<file path="src/rtl/mux_pkg.sv">
// Shared defaults and width helper for the streaming channel multiplexer.
// Latency: n/a (compile-time constants and a constant function only).
// Backpressure: n/a.
package mux_pkg;

    localparam int NUM_CH_DEF = 8;
    localparam int DATA_W_DEF = 8;

    // Select / channel-id width: ceil(log2(num_ch)), never less than one bit.
    function automatic int sel_w(input int num_ch);
        return (num_ch <= 2) ? 1 : $clog2(num_ch);
    endfunction

endpackage

</file>
<file path="src/rtl/mux_stream_if.sv">
// Bundle of the multiplexer's upstream and downstream handshake signals.
// Latency: n/a (wires only).
// Backpressure: in_ready/out_ready carried here; master drives the block, slave is the block.
//   din/sel/in_valid/in_ready : upstream offer (channel k at din[k*DATA_W +: DATA_W])
//   scan_mode                 : auto-scan request (meaningful only with MUX_SCAN_EN)
//   dout/out_ch/sel_err/out_valid/out_ready : registered downstream result
interface mux_stream_if
    import mux_pkg::*;
#(
    parameter int NUM_CH = NUM_CH_DEF,
    parameter int DATA_W = DATA_W_DEF
);
    localparam int SEL_W = sel_w(NUM_CH);

    logic [NUM_CH*DATA_W-1:0] din;
    logic [SEL_W-1:0]         sel;
    logic                     in_valid;
    logic                     in_ready;
    logic                     scan_mode;
    logic [DATA_W-1:0]        dout;
    logic [SEL_W-1:0]         out_ch;
    logic                     sel_err;
    logic                     out_valid;
    logic                     out_ready;

    // Upstream/downstream agent driving the block.
    modport master (
        output din, sel, in_valid, scan_mode, out_ready,
        input  in_ready, dout, out_ch, sel_err, out_valid
    );

    // The multiplexer itself.
    modport slave (
        input  din, sel, in_valid, scan_mode, out_ready,
        output in_ready, dout, out_ch, sel_err, out_valid
    );

endinterface

</file>
<file path="src/rtl/mux_scan_ptr.sv">
// Wrapping channel counter for auto-scan: counts 0..NUM_CH-1 then back to 0.
// Latency: ptr advances on the edge after inc is sampled high.
// Backpressure: none; caller asserts inc only on an accepted transfer.
//   clk, rst_n : clock and asynchronous active-low reset (ptr clears to 0)
//   inc        : advance by one this cycle
//   ptr        : current scan channel, always < NUM_CH
module mux_scan_ptr
    import mux_pkg::*;
#(
    parameter int NUM_CH = NUM_CH_DEF
) (
    input  logic                      clk,
    input  logic                      rst_n,
    input  logic                      inc,
    output logic [sel_w(NUM_CH)-1:0]  ptr
);

    logic at_last;

    // Explicit wrap at NUM_CH-1 keeps the pointer in range even when
    // NUM_CH is not a power of two.
    assign at_last = (32'(ptr) == NUM_CH - 1);

    always_ff @(posedge clk or negedge rst_n) begin
        if (!rst_n) begin
            ptr <= '0;
        end else if (inc) begin
            ptr <= at_last ? '0 : ptr + 1'b1;
        end
    end

endmodule

</file>
<file path="src/rtl/mux_stream.sv">
// Valid/ready N-to-1 channel multiplexer with one registered output stage.
// Latency: 1 cycle from accept to out_valid; full throughput, no bubble on drain+accept.
// Backpressure: in_ready = !out_valid || out_ready; output is held stable while stalled.
//   clk, rst_n : clock and asynchronous active-low reset
//   bus        : mux_stream_if.slave (din/sel/in_valid/in_ready/scan_mode upstream,
//                dout/out_ch/sel_err/out_valid/out_ready downstream)
//   Build option MUX_SCAN_EN: adds auto-scan, where scan_mode=1 replaces sel by an
//   internal wrapping pointer that advances on each accept.
module mux_stream
    import mux_pkg::*;
#(
    parameter int NUM_CH = NUM_CH_DEF,
    parameter int DATA_W = DATA_W_DEF
) (
    input  logic        clk,
    input  logic        rst_n,
    mux_stream_if.slave bus
);

    localparam int SEL_W = sel_w(NUM_CH);

    logic              in_ready;
    logic              accept;
    logic [SEL_W-1:0]  eff_sel;
    logic              sel_oob;
    logic [DATA_W-1:0] sel_dat;
    logic [DATA_W-1:0] ch_dat [NUM_CH];

    logic              out_valid_q;
    logic [DATA_W-1:0] dout_q;
    logic [SEL_W-1:0]  out_ch_q;
    logic              sel_err_q;

    // The single output register may be refilled in the same cycle it drains.
    assign in_ready = !out_valid_q || bus.out_ready;
    assign accept   = bus.in_valid && in_ready;

`ifdef MUX_SCAN_EN
    logic [SEL_W-1:0] scan_ptr;
    logic             scan_inc;

    // Pointer only moves on transfers taken in scan mode, so leaving scan
    // freezes it and re-entering resumes where it stopped.
    assign scan_inc = accept && bus.scan_mode;

    mux_scan_ptr #(
        .NUM_CH (NUM_CH)
    ) u_scan_ptr (
        .clk   (clk),
        .rst_n (rst_n),
        .inc   (scan_inc),
        .ptr   (scan_ptr)
    );

    assign eff_sel = bus.scan_mode ? scan_ptr : bus.sel;
`else
    logic unused_scan_mode;

    assign unused_scan_mode = bus.scan_mode;
    assign eff_sel          = bus.sel;
`endif

    for (genvar k = 0; k < NUM_CH; k++) begin : g_unpack
        assign ch_dat[k] = bus.din[k*DATA_W +: DATA_W];
    end

    // Selects outside 0..NUM_CH-1 are reachable when NUM_CH is not a power
    // of two; they produce zero data and flag sel_err.
    assign sel_oob = (32'(eff_sel) >= NUM_CH);

    always_comb begin
        sel_dat = '0;
        for (int k = 0; k < NUM_CH; k++) begin
            if (32'(eff_sel) == k) begin
                sel_dat = ch_dat[k];
            end
        end
    end

    always_ff @(posedge clk or negedge rst_n) begin
        if (!rst_n) begin
            out_valid_q <= 1'b0;
            dout_q      <= '0;
            out_ch_q    <= '0;
            sel_err_q   <= 1'b0;
        end else if (accept) begin
            out_valid_q <= 1'b1;
            dout_q      <= sel_oob ? '0 : sel_dat;
            out_ch_q    <= eff_sel;
            sel_err_q   <= sel_oob;
        end else if (bus.out_ready) begin
            // Drain with nothing new: payload fields keep their last value,
            // only the valid flag drops.
            out_valid_q <= 1'b0;
        end
    end

    assign bus.in_ready  = in_ready;
    assign bus.out_valid = out_valid_q;
    assign bus.dout      = dout_q;
    assign bus.out_ch    = out_ch_q;
    assign bus.sel_err   = sel_err_q;

endmodule

</file>
<file path="src/flat_wrapper.sv">
// flat-port wrapper written by rule: the top's interface ports become plain ports
module mux_stream_flat import mux_pkg::*;
#(
    parameter int NUM_CH = NUM_CH_DEF,
    parameter int DATA_W = DATA_W_DEF
)
  (clk, rst_n, bus_din, bus_sel, bus_in_valid, bus_scan_mode, bus_out_ready, bus_in_ready, bus_dout, bus_out_ch, bus_sel_err, bus_out_valid);
  mux_stream_if #(.NUM_CH(NUM_CH), .DATA_W(DATA_W)) bus_i ();
  input  logic clk;
  input  logic rst_n;
  input wire logic [$bits(bus_i.din)-1:0] bus_din;
  input wire logic [$bits(bus_i.sel)-1:0] bus_sel;
  input wire logic [$bits(bus_i.in_valid)-1:0] bus_in_valid;
  input wire logic [$bits(bus_i.scan_mode)-1:0] bus_scan_mode;
  input wire logic [$bits(bus_i.out_ready)-1:0] bus_out_ready;
  output wire logic [$bits(bus_i.in_ready)-1:0] bus_in_ready;
  output wire logic [$bits(bus_i.dout)-1:0] bus_dout;
  output wire logic [$bits(bus_i.out_ch)-1:0] bus_out_ch;
  output wire logic [$bits(bus_i.sel_err)-1:0] bus_sel_err;
  output wire logic [$bits(bus_i.out_valid)-1:0] bus_out_valid;
  assign bus_i.din = bus_din;
  assign bus_i.sel = bus_sel;
  assign bus_i.in_valid = bus_in_valid;
  assign bus_i.scan_mode = bus_scan_mode;
  assign bus_i.out_ready = bus_out_ready;
  assign bus_in_ready = bus_i.in_ready;
  assign bus_dout = bus_i.dout;
  assign bus_out_ch = bus_i.out_ch;
  assign bus_sel_err = bus_i.sel_err;
  assign bus_out_valid = bus_i.out_valid;
  mux_stream #(.NUM_CH(NUM_CH), .DATA_W(DATA_W)) u_core (.clk(clk), .rst_n(rst_n), .bus(bus_i));
endmodule
</file>
<file path="config.mk">
export PLATFORM = sky130hd
export DESIGN_NAME = mux_stream_flat
export DESIGN_NICKNAME = d
export VERILOG_FILES = /design/src/rtl/mux_pkg.sv /design/src/rtl/mux_stream_if.sv /design/src/rtl/mux_scan_ptr.sv /design/src/rtl/mux_stream.sv /design/src/flat_wrapper.sv
export SDC_FILE = /design/constraint.sdc
export NUM_CORES = 1
export LEC_CHECK = 0
export BUFFER_PORTS_ARGS = -buffer_cell sky130_fd_sc_hd__clkbuf_2
export CELL_PAD_IN_SITES_DETAIL_PLACEMENT = 1
export CELL_PAD_IN_SITES_GLOBAL_PLACEMENT = 1
export CORE_ASPECT_RATIO = 1.25
export CORE_MARGIN = 2
export CORE_UTILIZATION = 29
export DETAILED_ROUTE_END_ITERATION = 12
export GPL_TIMING_DRIVEN = 0
export PLACE_DENSITY = 0.92
export SLEW_MARGIN = 20
export SYNTH_ARGS = -nofsm -noshare
export SYNTH_HDL_FRONTEND = slang
export SYNTH_SLANG_ARGS = --single-unit
</file>
<file path="constraint.sdc">
create_clock -name clk -period 3.2 [get_ports clk]
set_input_delay 0 -clock clk [delete_from_list [all_inputs] [get_ports clk]]
set_output_delay 0 -clock clk [all_outputs]
set_load 0.02 [all_outputs]
</file>
==> summary.txt <==
Floorplan
  – Height of the die: 74.94 um
  – Die Wd: 60.75 um
  – Row cnt: 25
  – # IOs: 86
  – Initial core utilization: 30.59%
  – Core ar.: 0.003816 mm2
  – Die area: 0.004552 mm2

Clock tree
  – Cts bufs inserted: 3
  – Longest Clk Path Bufs: 2
  – Clock Sinks: 12
  – CTS tree: done
  – CTS root buf: clkbuf_8
  – PostCTS Resize Cnt: 0
  – Worst skew pair latency: 0.24 ns
  – Worst-path clk slew: 0.06 ns
  – Htree depth: 1

Timing
  – Fin crit share: 43.48%
  – RSZ-0062 raised after global routing: false
  – Fin. Hold Viols: 0
  – Achievable Freq: 0.7187 GHz
  – Slew Limit Fails: 0
  – Clock Skew: 0.002106 ns
  – Setup violators final: 0
  – Post-route setup TNS: 0 ns
  – Final worst setup slack: 1.809 ns
  – Tmin final: 1.391 ns

Finish
  – Nets: 309
  – Post-route cell area: 0.001720 mm2
  – Finished Core Util: 45.08%
  – Layout cells sized above 1: 45.34%
  – Layout area overhead: 47.37%
  – Antenna fix cells: 0

Logic synthesis
  – Async SR Flop Fraction: 100.0%
  – Post-synth top area share: 25.72%
  – Biggest area consumer among synthesized cells: dfrtp_1
  – Yosys reg bits: 12
  – Post-synthesis cell count: 148
  – Syn Area/Cell: 7.888 um2
  – Post-synth EDFFs: 0
  – Synth warn: 0
  – Sequential area share after synthesis: 25.72%
  – Synth Flop Type: dfrtp_1
  – Main area contributors after synthesis: dfrtp_1, mux2i_1, nor2_1, o21ai_1, a211oi_2
  – Post-synth top cells: nor2_1, o21ai_1, mux2i_1, dfrtp_1
  – Syn Nets: 220
  – Netlist cell types: 28
  – Count leader, synth: nor2_1
  – Post-Syn Area: 0.001167 mm2

Critical path
  – Required time of the worst setup path: 3.32 ns
  – Critical path type: reg2reg
  – Crit. Startpoint: u_core.bus.out_valid
  – Worst setup EP type: flip-flop
  – Reg-to-reg startpoint: u_core.bus.out_valid
  – CP max-delay cell: dfrtp_1
  – Arr. time, crit path: 1.51 ns
  – Startpoint types: flip-flop
  – Max incr delay on CP: 0.37 ns
  – Crit-path max FO: 10
  – Crit path cell chain: nand2b_1, nand2_2, buf_2, nor3_1, a211oi_2

Power and ir drop
  – Leak: 0.8585 nW
  – Total power draw: 595.9 uW
  – PD cells: 346.4 mW/mm2
  – VDD IR max: 0.1321 mV

Detailed routing
  – Final WL: 4428 um
  – Post-route ant nets: 0
  – Drt pass-1 iters: 4
  – Starting DRT DRC Count: 34
  – DR vias: 1442
  – Drt drc: 0
  – Vias per inst: 4.972
  – Drt wl/cell: 15.27 um

Global routing
  – Vias in the first global route: 1516
  – Overflow after GRT: 0
  – Global Route Usage Sum: 20.26%
  – Initial antenna violation count: 0
  – Largest net degree at the start of global routing: 13
  – First-pass GRT wire length: 6948 um

Min path
  – Hold WC Path Type: in2reg
  – Hold path startpoint: bus_din[56]

Run
  – Maxcap violations: 0

Place
  – Area post-placement: 0.001645 mm2
  – Port Buffer Count: 82
  – Detail Placement HPWL: 3692 um
  – Gp weighted congestion: 0.8144
  – Setup WS pre-CTS: 1.825 ns

Status
  – Outcome: finished clean
-- logic make-up after synthesis --
group / count (synthesis) / share of synthesized area (%)
muxes: 15 / 12.86
other: 1 / 0.3212
DFF: 12 / 25.72
AOI/OAI and AO/OA: 51 / 28.30
buffers and inverters: 15 / 9.109
and+or+nand+nor: 54 / 23.69
-- stage by stage --
stage / std cells / hold slack, ns
finish: 290 / 0.06226
floorplan: 148 / -0.2956
detailed placement: 284 / -0.09467
CTS: 290 / 0.06504
global route: 290 / 0.08632
global placement: 284 / -0.09873
-- placed cells by master (no fill, tap or decap), drive strengths merged, types with 8 or more instances in the layout --
cell type and n:
o21ai 26, mux2i 15, dfrtp 12, buf 12, nand2 8, a211oi 14, nand3b 10, nor3 8
nor2 23, clkbuf 87
-- power breakdown --
part	switching (mW)	internal [mW]
clock	0.0604	0.109
sequential	0.0132	0.176
combinational	0.134	0.104
total	0.207	0.389
-- per-layer routing --
| layer | vias up | wire length (um) | track usage [%] |
|---|---|---|---|
| met1 | 671 | 1820 | 24.40 |
| met3 | 7 | 195 | 1.203 |
| met2 | 51 | 2344 | 37.40 |
| li1 | 713 | - | - |
| met4 | 0 | 68 | 7.005 |
| met5 | - | 0 | 0 |
-- path summary, 6_finish.rpt --
kind | to | slack, ns | depth (start not counted)
setup reg to reg | u_core.bus.dout[5] | 1.81 | 5
setup / recovery | u_core.bus.dout[5] | 1.81 | 5
hold reg to reg | u_core.bus.out_ch[1] | 0.49 | 2
min in group asynchronous | u_core.bus.dout[1] | 0.20 | 2
max in group asynchronous | u_core.bus.dout[6] | 2.77 | 2
hold / removal | u_core.bus.dout[0] | 0.06 | 3
-- registers in the layout, indices dropped and copies added (netlist names) --
name,flops
u_core.bus.dout,8
u_core.bus.out_ch,3
u_core.bus.out_valid,1
-- cell type report --
cell class | instances | area [um2]
multi-input combinational | 121 | 760.7
buffer | 13 | 98.84
timing repair buffer | 84 | 430.4
tap | 54 | 67.56
fill | 515 | 2096
inverter | 2 | 7.507
clock buffer | 4 | 55.05
sequential | 12 | 300.3
-- what timing repair did --
action                                 CTS  global route
endpoints found under the hold margin   13             0
setup buffers                            0             0
hold buffers                             2             0
-- critical path, delay by kind of cell (launching register included) --
kind / cells / cell delay [ns]
compound gates: 1 / 0.07
buf+inv: 1 / 0.23
simple gates: 3 / 0.61
flops: 1 / 0.37
(Power assumes the default switching activity.)
